<file path="config.mk">
export PLATFORM = sky130hd
export DESIGN_NAME = bk_sd_ctrl
export DESIGN_NICKNAME = d
export VERILOG_FILES = /design/src/rtl/bk_pkg.sv /design/src/rtl/bk_sd_ctrl_edge.sv /design/src/rtl/bk_sd_ctrl.sv
export SDC_FILE = /design/constraint.sdc
export NUM_CORES = 1
export LEC_CHECK = 0
export BUFFER_PORTS_ARGS = -buffer_cell sky130_fd_sc_hd__buf_2
export CORE_UTILIZATION = 39
export DETAILED_ROUTE_END_ITERATION = 10
export GPL_ROUTABILITY_DRIVEN = 0
export PLACE_DENSITY_LB_ADDON = 0.05
export SYNTH_ARGS = -nofsm -noshare
export SYNTH_HDL_FRONTEND = slang
export SYNTH_SLANG_ARGS = --single-unit
</file>
<file path="constraint.sdc">
create_clock -name clk_sys -period 1.5 [get_ports clk_sys]
set_input_delay 0.075 -clock clk_sys [delete_from_list [all_inputs] [get_ports clk_sys]]
set_output_delay 0.075 -clock clk_sys [all_outputs]
set_load 0.01 [all_outputs]
</file>
<file path="src/rtl/bk_pkg.sv">
// Shared types and constants for the backup-RAM SD controller:
// FSM state encoding, backup image header words and sector geometry.
package bk_pkg;

  typedef enum logic [2:0] {
    IDLE    = 3'd0,
    FMT     = 3'd1,
    BK_REQ  = 3'd2,
    BK_XFER = 3'd3,
    CD_REQ  = 3'd4,
    CD_XFER = 3'd5
  } bk_state_e;

  localparam int SECTOR_WORDS = 32'd256;

  // Entry 0 is written first, at address 0
  localparam logic [3:0][15:0] BK_HDR = {16'h8010, 16'h8800, 16'h4D42, 16'h5548};

  function automatic logic [15:0] fmt_word(input logic [1:0] idx, input logic in_hdr);
    if (in_hdr) begin
      fmt_word = BK_HDR[idx];
    end else begin
      fmt_word = 16'h0000;
    end
  endfunction

endpackage

</file>
<file path="src/rtl/bk_sd_ctrl_edge.sv">
// Rising-edge detector feeding a sticky pending bit; a new edge wins over
// a same-cycle clear so a request arriving at acceptance is not lost.
module bk_edge_latch (
  input  logic clk,
  input  logic rst,
  input  logic ena,
  input  logic lvl,
  input  logic pulse,
  input  logic clr,
  output logic pend
);

  logic prev_r;
  logic pend_r;
  logic set_s;

  assign set_s = (lvl & ~prev_r) | pulse;

  // level history and sticky request bit
  always_ff @(posedge clk or posedge rst) begin
    if (rst) begin
      prev_r <= 1'b0;
      pend_r <= 1'b0;
    end else begin
      prev_r <= lvl;
      if (!ena) begin
        pend_r <= 1'b0;
      end else if (set_s) begin
        pend_r <= 1'b1;
      end else if (clr) begin
        pend_r <= 1'b0;
      end else begin
        pend_r <= pend_r;
      end
    end
  end

  assign pend = pend_r;

endmodule

</file>
<file path="src/rtl/bk_sd_ctrl.sv">
// Backup-RAM save/load/format engine sharing the HPS SD channel with the
// CD-ROM reader; the CD may only interleave at sector boundaries.
module bk_sd_ctrl
  import bk_pkg::*;
#(
  parameter int SECTORS   = 32'd16,
  parameter int LBA_W     = 32'd32,
  parameter int FMT_CLEAR = 32'd0
) (
  input  logic                          clk_sys,
  input  logic                          reset,
  input  logic                          bk_ena,
  input  logic                          bk_load,
  input  logic                          bk_save,
  input  logic                          format,
  input  logic                          bk_autoload,
  input  logic [LBA_W-1:0]              cd_lba,
  input  logic                          cd_rd,
  output logic                          cd_ack,
  output logic [LBA_W-1:0]              sd_lba,
  output logic                          sd_rd,
  output logic                          sd_wr,
  input  logic                          sd_ack,
  input  logic [7:0]                    sd_buff_addr,
  input  logic [15:0]                   sd_buff_dout,
  input  logic                          sd_buff_wr,
  output logic [$clog2(SECTORS)+7:0]    bram_addr,
  output logic [15:0]                   bram_din,
  output logic                          bram_we,
  output logic                          bk_loading,
  output logic                          bk_busy
);

  localparam int SEC_BITS = $clog2(SECTORS);
  localparam int SEC_W    = (SEC_BITS > 0) ? SEC_BITS : 32'd1;
  localparam int ADDR_W   = SEC_BITS + 32'd8;
  localparam logic [SEC_W-1:0]  LAST_SEC = SEC_W'(SECTORS - 32'sd1);
  localparam logic [SEC_W-1:0]  SEC_ONE  = SEC_W'(32'd1);
  localparam logic [ADDR_W-1:0] ADDR_ONE = ADDR_W'(32'd1);
  localparam logic [ADDR_W-1:0] HDR_LEN  = ADDR_W'(32'd4);
  localparam logic [ADDR_W-1:0] FMT_LAST = (FMT_CLEAR != 32'sd0) ?
                                           ADDR_W'(SECTORS * SECTOR_WORDS - 32'sd1) :
                                           ADDR_W'(32'd3);

  bk_state_e         state_r, state_s;
  logic [SEC_W-1:0]  sector_r, sector_s;
  logic [ADDR_W-1:0] fmt_cnt_r, fmt_cnt_s;
  logic              loading_r, loading_s;
  logic              active_r, active_s;
  logic              busy_r, sd_rd_r, sd_wr_r, ack_r;
  logic              clr_fmt_s, clr_load_s, clr_save_s;
  logic              pend_fmt_s, pend_load_s, pend_save_s;
  logic              ack_rise_s, ack_fall_s, cd_state_s;
  logic [SEC_W+7:0]  xfer_addr_s;
  logic              bram_we_s;
  logic [ADDR_W-1:0] bram_addr_s;
  logic [15:0]       bram_din_s;

  bk_edge_latch u_fmt_latch (
    .clk(clk_sys), .rst(reset), .ena(1'b1), .lvl(format),
    .pulse(1'b0), .clr(clr_fmt_s), .pend(pend_fmt_s)
  );

  bk_edge_latch u_load_latch (
    .clk(clk_sys), .rst(reset), .ena(bk_ena), .lvl(bk_load),
    .pulse(bk_autoload), .clr(clr_load_s), .pend(pend_load_s)
  );

  bk_edge_latch u_save_latch (
    .clk(clk_sys), .rst(reset), .ena(bk_ena), .lvl(bk_save),
    .pulse(1'b0), .clr(clr_save_s), .pend(pend_save_s)
  );

  assign ack_rise_s = sd_ack & ~ack_r;
  assign ack_fall_s = ~sd_ack & ack_r;

  // next-state, sector and format-address logic
  always_comb begin
    state_s    = state_r;
    sector_s   = sector_r;
    fmt_cnt_s  = fmt_cnt_r;
    loading_s  = loading_r;
    active_s   = active_r;
    clr_fmt_s  = 1'b0;
    clr_load_s = 1'b0;
    clr_save_s = 1'b0;
    case (state_r)
      IDLE: begin
        if (cd_rd) begin
          state_s = CD_REQ;
        end else if (pend_fmt_s) begin
          state_s   = FMT;
          fmt_cnt_s = '0;
          clr_fmt_s = 1'b1;
        end else if (pend_load_s) begin
          state_s    = BK_REQ;
          sector_s   = '0;
          loading_s  = 1'b1;
          active_s   = 1'b1;
          clr_load_s = 1'b1;
        end else if (pend_save_s) begin
          state_s    = BK_REQ;
          sector_s   = '0;
          loading_s  = 1'b0;
          active_s   = 1'b1;
          clr_save_s = 1'b1;
        end else begin
          state_s = IDLE;
        end
      end
      FMT: begin
        if (fmt_cnt_r == FMT_LAST) begin
          state_s   = IDLE;
          fmt_cnt_s = '0;
        end else begin
          fmt_cnt_s = fmt_cnt_r + ADDR_ONE;
        end
      end
      BK_REQ: begin
        if (ack_rise_s) begin
          state_s = BK_XFER;
        end else begin
          state_s = BK_REQ;
        end
      end
      BK_XFER: begin
        if (ack_fall_s) begin
          if (sector_r == LAST_SEC) begin
            state_s   = IDLE;
            sector_s  = '0;
            loading_s = 1'b0;
            active_s  = 1'b0;
          end else if (cd_rd) begin
            state_s  = CD_REQ;
            sector_s = sector_r + SEC_ONE;
          end else begin
            state_s  = BK_REQ;
            sector_s = sector_r + SEC_ONE;
          end
        end else begin
          state_s = BK_XFER;
        end
      end
      CD_REQ: begin
        if (ack_rise_s) begin
          state_s = CD_XFER;
        end else begin
          state_s = CD_REQ;
        end
      end
      CD_XFER: begin
        if (ack_fall_s) begin
          state_s = active_r ? BK_REQ : IDLE;
        end else begin
          state_s = CD_XFER;
        end
      end
      default: begin
        state_s = IDLE;
      end
    endcase
  end

  // state and registered SD request outputs, derived from the next state
  always_ff @(posedge clk_sys or posedge reset) begin
    if (reset) begin
      state_r   <= IDLE;
      sector_r  <= '0;
      fmt_cnt_r <= '0;
      loading_r <= 1'b0;
      active_r  <= 1'b0;
      busy_r    <= 1'b0;
      sd_rd_r   <= 1'b0;
      sd_wr_r   <= 1'b0;
      ack_r     <= 1'b0;
    end else begin
      state_r   <= state_s;
      sector_r  <= sector_s;
      fmt_cnt_r <= fmt_cnt_s;
      loading_r <= loading_s;
      active_r  <= active_s;
      busy_r    <= (state_s == FMT) | active_s;
      sd_rd_r   <= ((state_s == BK_REQ) & loading_s) | (state_s == CD_REQ);
      sd_wr_r   <= (state_s == BK_REQ) & ~loading_s;
      ack_r     <= sd_ack;
    end
  end

  assign cd_state_s  = (state_r == CD_REQ) | (state_r == CD_XFER);
  assign xfer_addr_s = {sector_r, sd_buff_addr};

  // backup-RAM port B: format pattern or pass-through of the HPS buffer
  always_comb begin
    bram_we_s   = 1'b0;
    bram_addr_s = '0;
    bram_din_s  = 16'h0000;
    if (state_r == FMT) begin
      bram_we_s   = 1'b1;
      bram_addr_s = fmt_cnt_r;
      bram_din_s  = fmt_word(fmt_cnt_r[1:0], fmt_cnt_r < HDR_LEN);
    end else if (state_r == BK_XFER) begin
      bram_addr_s = xfer_addr_s[ADDR_W-1:0];
      if (loading_r) begin
        bram_we_s  = sd_buff_wr & sd_ack;
        bram_din_s = sd_buff_dout;
      end else begin
        bram_we_s  = 1'b0;
        bram_din_s = 16'h0000;
      end
    end else begin
      bram_we_s = 1'b0;
    end
  end

  assign bram_we    = bram_we_s;
  assign bram_addr  = bram_addr_s;
  assign bram_din   = bram_din_s;
  assign sd_lba     = cd_state_s ? cd_lba : LBA_W'(sector_r);
  assign sd_rd      = sd_rd_r;
  assign sd_wr      = sd_wr_r;
  assign cd_ack     = cd_state_s & sd_ack;
  assign bk_loading = loading_r;
  assign bk_busy    = busy_r;

endmodule

</file>
### Word-level counts from Yosys, hierarchy flattened

Cells that the tools add are included.

* add/subtract/negate cells: 2
* reductions and logical operators: 6
* mux-type cells: 70
* bitwise operators: 19
* order comparisons: 2
* equality and inequality tests: 17

Operators with widths (count)
* $mux W16: 5
* $mux W12: 5
* $mux W1: 37
* $bmux W16 S2: 1
* $mux W32: 1
* $mux W4: 6
* $pmux W12 S2: 1
* $mux W3: 6
* $pmux W3 S6: 1
* $add A12 B1 Y12 const B: 1
* $eq A12 B2 Y1 const B: 1
* $lt A12 B3 Y1 const B: 1
* $and A1 B1 Y1: 9
* $eq A3 B2 Y1 const B: 3
* $eq A3 B3 Y1 const B: 3
* $ne A3 B1 Y1 const B: 3
* $mux W2: 4
* $pmux W4 S2: 1
* $eq A3 B1 Y1 const B: 2
* $ne A2 B2 Y1 const B: 3
* $not A1 Y1: 6
* $reduce_bool A2 Y1: 3
* $reduce_and A5 Y1: 1
* $add A4 B1 Y4 const B: 1
* 7 further kinds: 11

* output and inout bits: 66
* logic and storage cells: 131
* flip-flop bits (word level): 31

### Longest topological paths before layout

* depth after elaboration: 8
* mapped depth: 7
* depth with buffers taken out: 6

### Modules after synthesis

Synthesis repeated with hierarchy kept, for this count alone.

* cells, all modules: 240
* area, all modules: 2129.5 um^2

Modules (own cells, without submodules)
* bk_sd_ctrl: area an instance 1904.3 um^2, cells each 222, seq. area each 625.6 um^2, instances 1
* bk_edge_latch: area an instance 75.1 um^2, cells each 6, seq. area each 50.0 um^2, instances 3

### Least setup slack after synthesis

OpenSTA, ideal clock, no wires.

* path type: register to register
* from: reg state_r[1]
* to: reg fmt_cnt_r[7]
* buffers on the path: 2
* data required time: 1.397 ns
* setup slack: -0.110 ns
* library setup time: 0.103 ns
* data arrival time: 1.507 ns
* clock period less this slack: 1.610 ns
* stages on the path, launching flop included: 6
* cell sequence: dfrtp_1 -> or3b_1 -> buf_2 -> a41o_1 -> buf_6 -> o41ai_2

* longest elaborated chain between the ends: 3
* elaborated cells between the ends (all ways): 7
* those cells by class: eq/ne: 3; mux: 1; reduce/logical: 3

RTL lines
* start: declaration: line bk_sd_ctrl.sv:45 `bk_state_e state_r, state_s;`
* start signal: assignment: line bk_sd_ctrl.sv:177 `state_r <= state_s;`
* $logic_not A3 Y1 / $eq A3 B1 Y1 (equally long branches): line bk_sd_ctrl.sv:87 `case (state_r)`
* $ne A2 B1 Y1 (no line) (tied with other cells)
* $reduce_and A3 Y1 (no line)
* end signal: assignment: line bk_sd_ctrl.sv:179 `fmt_cnt_r <= fmt_cnt_s;`
* end: declaration: line bk_sd_ctrl.sv:47 `logic [ADDR_W-1:0] fmt_cnt_r, fmt_cnt_s;`

Several ways; a longest one is shown, not always the timed one.
A chain may end at the register's enable or synchronous reset.

### Final worst setup path

* from: reg fmt_cnt_r[8]
* to: out bram_din[3]

* longest elaborated chain between the ends: 3

RTL lines
* $lt A12 B3 Y1: line bk_sd_ctrl.sv:200 `bram_din_s = fmt_word(fmt_cnt_r[1:0], fmt_cnt_r < HDR_LEN);`
* $mux W16: line bk_pkg.sv:20 `if (in_hdr) begin`
* $mux W16: line bk_sd_ctrl.sv:197 `if (state_r == FMT) begin`
* end: declaration: line bk_sd_ctrl.sv:28 `output logic [15:0] bram_din,`

No other way between the ends.

==> flow_summary.ini <==
[finish]
fillers = 326
layout_commonest_cell = buf_2
num-nets-final = 525
area_growth_pct = 96.2
final_cell_mix = 100 x buf_2, 50 x buf_6, 47 x buf_4, 31 x dfrtp_1, 23 x and2_4
antenna_cells = 0
final_util_pct = 81.2
drive_gt1_share_pct = 62.5
stdcell_area_um2 = 4220

[cts]
clockBufferDepth = 2
cts_tree = built
clkTransAtPathRegs_ps = 70
clk_latency_ps = 300
cts_num_sinks = 31
cts.htree.levels = 2
numCtsBuffers = 5
cts_root_buf = clkbuf_8

[routing]
wl_per_cell_um = 17.0
drtPass1Iterations = 4
routed_wl_um = 8950
via_per_inst = 5.31
dr_total_vias = 2793
drt_iter0_drc = 188
drc = 0
drtAntennaViolNets = 0

[power]
p_sw_mw = 2.19
swShare_pct = 37.9
worst_ir_drop_vdd_mv = 1.19
pwr-share-seq_pct = 19.1
power_density_nw_per_um2 = 1370
p_leak_nw = 2.23
combPwrFrac_pct = 69.2
p_int_mw = 3.59
clkPwrFrac_pct = 11.7

[die]
initial_core_util_pct = 41.4
die_x_um = 76.3
row_count = 26
io_pins = 132
die_y_um = 76.3
die-area_um2 = 5820
core_area_um2 = 5200

[setup_path]
ff2ff_setup_slack_ps = -290
crit_end = bram_din[3]
critPathKind = register to primary output
reg2regPathDepth = 8
crit_fanout = 5
worstPathArrival_ps = 1840
worstSetupEndpointType = primary output
startpoint = fmt_cnt_r[8]
critPathLaunchType = register
worstPathRequired_ps = 1420
timing.rr.end = sd_rd
rr_startpoint = state_r[2]

[yosys]
syn_nets = 323
synthCells = 253
ys_seq_area_share_pct = 36.0
synth_flop_cell = dfrtp_1
async_flop_share_pct = 100
syn_avg_cell_area_um2 = 8.51
ys_ff_latch = 31
synth-edff-count = 0
ys.warnings.count = 0
synth_area_um2 = 2150
yosys.cell_types.count = 45

[timing]
worst_slew_pin_slew_ps = 416
fin_crit_ps = 1910
finalSetupViolations = 88
final-max-slew-violation-count = 0
fmax_mhz = 523
fin_skew_ps = 12.2
finalHoldViolCount = 0
relSlewSlack_pct = 72.2
timing.final.ws_setup_ps = -413
post-route-period-util_pct = 128
rsz0062_at_grt = yes
timing.hold.ws_ps = 22.8

[global_routing]
grt-ovfl-total = 0
grt_pass1_vias = 2549
antenna_found_initial = 0
grt_pass1_wl_um = 12700
grt_start_max_net_pins = 32
track_usage_pct = 27.5

[job]
drv_cap = 0

[placement]
postPlaceCellArea_um2 = 3200
io_buffers = 131
pre_cts_ws_ps = -207
hpwlAfterDp_um = 5260

[status]
status = finished with violations
violations = negative setup slack

[worst_hold_path]
min_path_type = input port to register
==> metrics by stage <==
stage	setup TNS, ps	total power [mW]	cells
after floorplan	-179	2.43	253
after global placement	-2820	3.42	481
after detailed placement	-3150	3.47	481
after CTS	-15680	4.77	516
after global routing	-25190	6.06	526
final	-21230	5.78	526
==> power groups by stage <==
stage          Sequential [mW]  Combinational [mW]  Clock [mW]
5_1_grt                   1.12                4.24       0.709
3_5_place_dp              1.09                2.38           0
3_3_place_gp              1.09                2.33           0
2_1_floorplan             1.11                1.33           0
4_1_cts                   1.09                3.01       0.674
6_report                  1.10                4.00       0.674
==> synthesized netlist by cell type, drive strengths merged (2+ instances only) <==
cell type  number  area, um^2
nor2b           5        31.3
clkbuf          9        33.8
nor4            3        46.3
mux2            4        45.0
nor2           10        37.5
a21o            5        37.5
nor3            6        30.0
inv             8        30.0
dfrtp          31         776
nand3b          2        15.0
a21oi           9        45.0
o31ai           3        22.5
a22o           15         131
a22oi           3        22.5
ha              4        50.1
o21ai          24         120
and2           31         194
nand4           2        12.5
and3            9        56.3
nand3          13        65.1
nand2          21        78.8
buf             9        51.3
nand2b          4        25.0
a31oi           4        25.0
==> how the worst min path moves through the flow <==
stage	from	to	slack [ps]	depth (start not counted)
finish	bk_ena	u_load_latch.pend	20	2
global route	bk_ena	u_load_latch.pend	40	2
CTS	bk_ena	u_load_latch.pend	20	2
detailed placement	reset	u_load_latch.pend	180	3
global placement	reset	u_load_latch.prev_r	180	3
floorplan	sd_ack	ack_r	110	0
==> registers in the layout (all words and copies together) (netlist names) <==
signal and cells:
u_load_latch.pend 1, ack_r 1, u_save_latch.prev_r 1, bk_loading 1, active_r 1, fmt_cnt_r 12, state_r 3, u_load_latch.prev_r 1
u_save_latch.pend 1, u_fmt_latch.pend 1, sector_r 4, u_fmt_latch.prev_r 1, sd_rd 1, bk_busy 1, sd_wr 1
==> kinds of logic after synthesis <==
logic type / Yosys count / synth area share, %
compound gates: 75 / 23.9
fa+ha+maj: 5 / 2.79
buf+inv: 26 / 5.35
flops: 31 / 36.0
mux: 5 / 2.56
simple gates: 111 / 29.4
==> worst max-delay path, stage by stage (launching register included) <==
cell     delay, ps
dfrtp_1        410
nor4_4         310
buf_4          170
nand3_4         90
nor2_4         190
nand2_1        130
nand2_1        100
buf_2          130
==> layer usage <==
| metal | share of wire (%) | track usage, % | up-vias |
|---|---|---|---|
| li1 | - | - | 1323 |
| met1 | 40 | 33.7 | 1336 |
| met2 | 52 | 49.2 | 116 |
| met3 | 6.1 | 4.79 | 18 |
| met4 | 2.1 | 7.50 | 0 |
| met5 | 0 | 0 | - |
==> layout make-up <==
class	instances	area [um^2]	area share, %
inverters	8	30.0	0.711
clock inverters	3	20.0	0.474
multi-input cells	196	1530	36.2
repair buffers	213	1710	40.5
clock buffers	5	68.8	1.63
well taps	70	87.6	2.07
flip-flops and latches	31	776	18.4
==> repair_timing <==
action | 4_1_cts | 5_1_grt
gates resized for setup | 53 | 86
pin swaps | 29 | 36
cloned | 4 | 5
setup buffers | 18 | 6
hold buffers | 5 | 0
endpoints found under the setup margin | 82 | 89
hold endpoints to repair | 35 | 0
No activity file was read; power rests on OpenSTA's default activity.
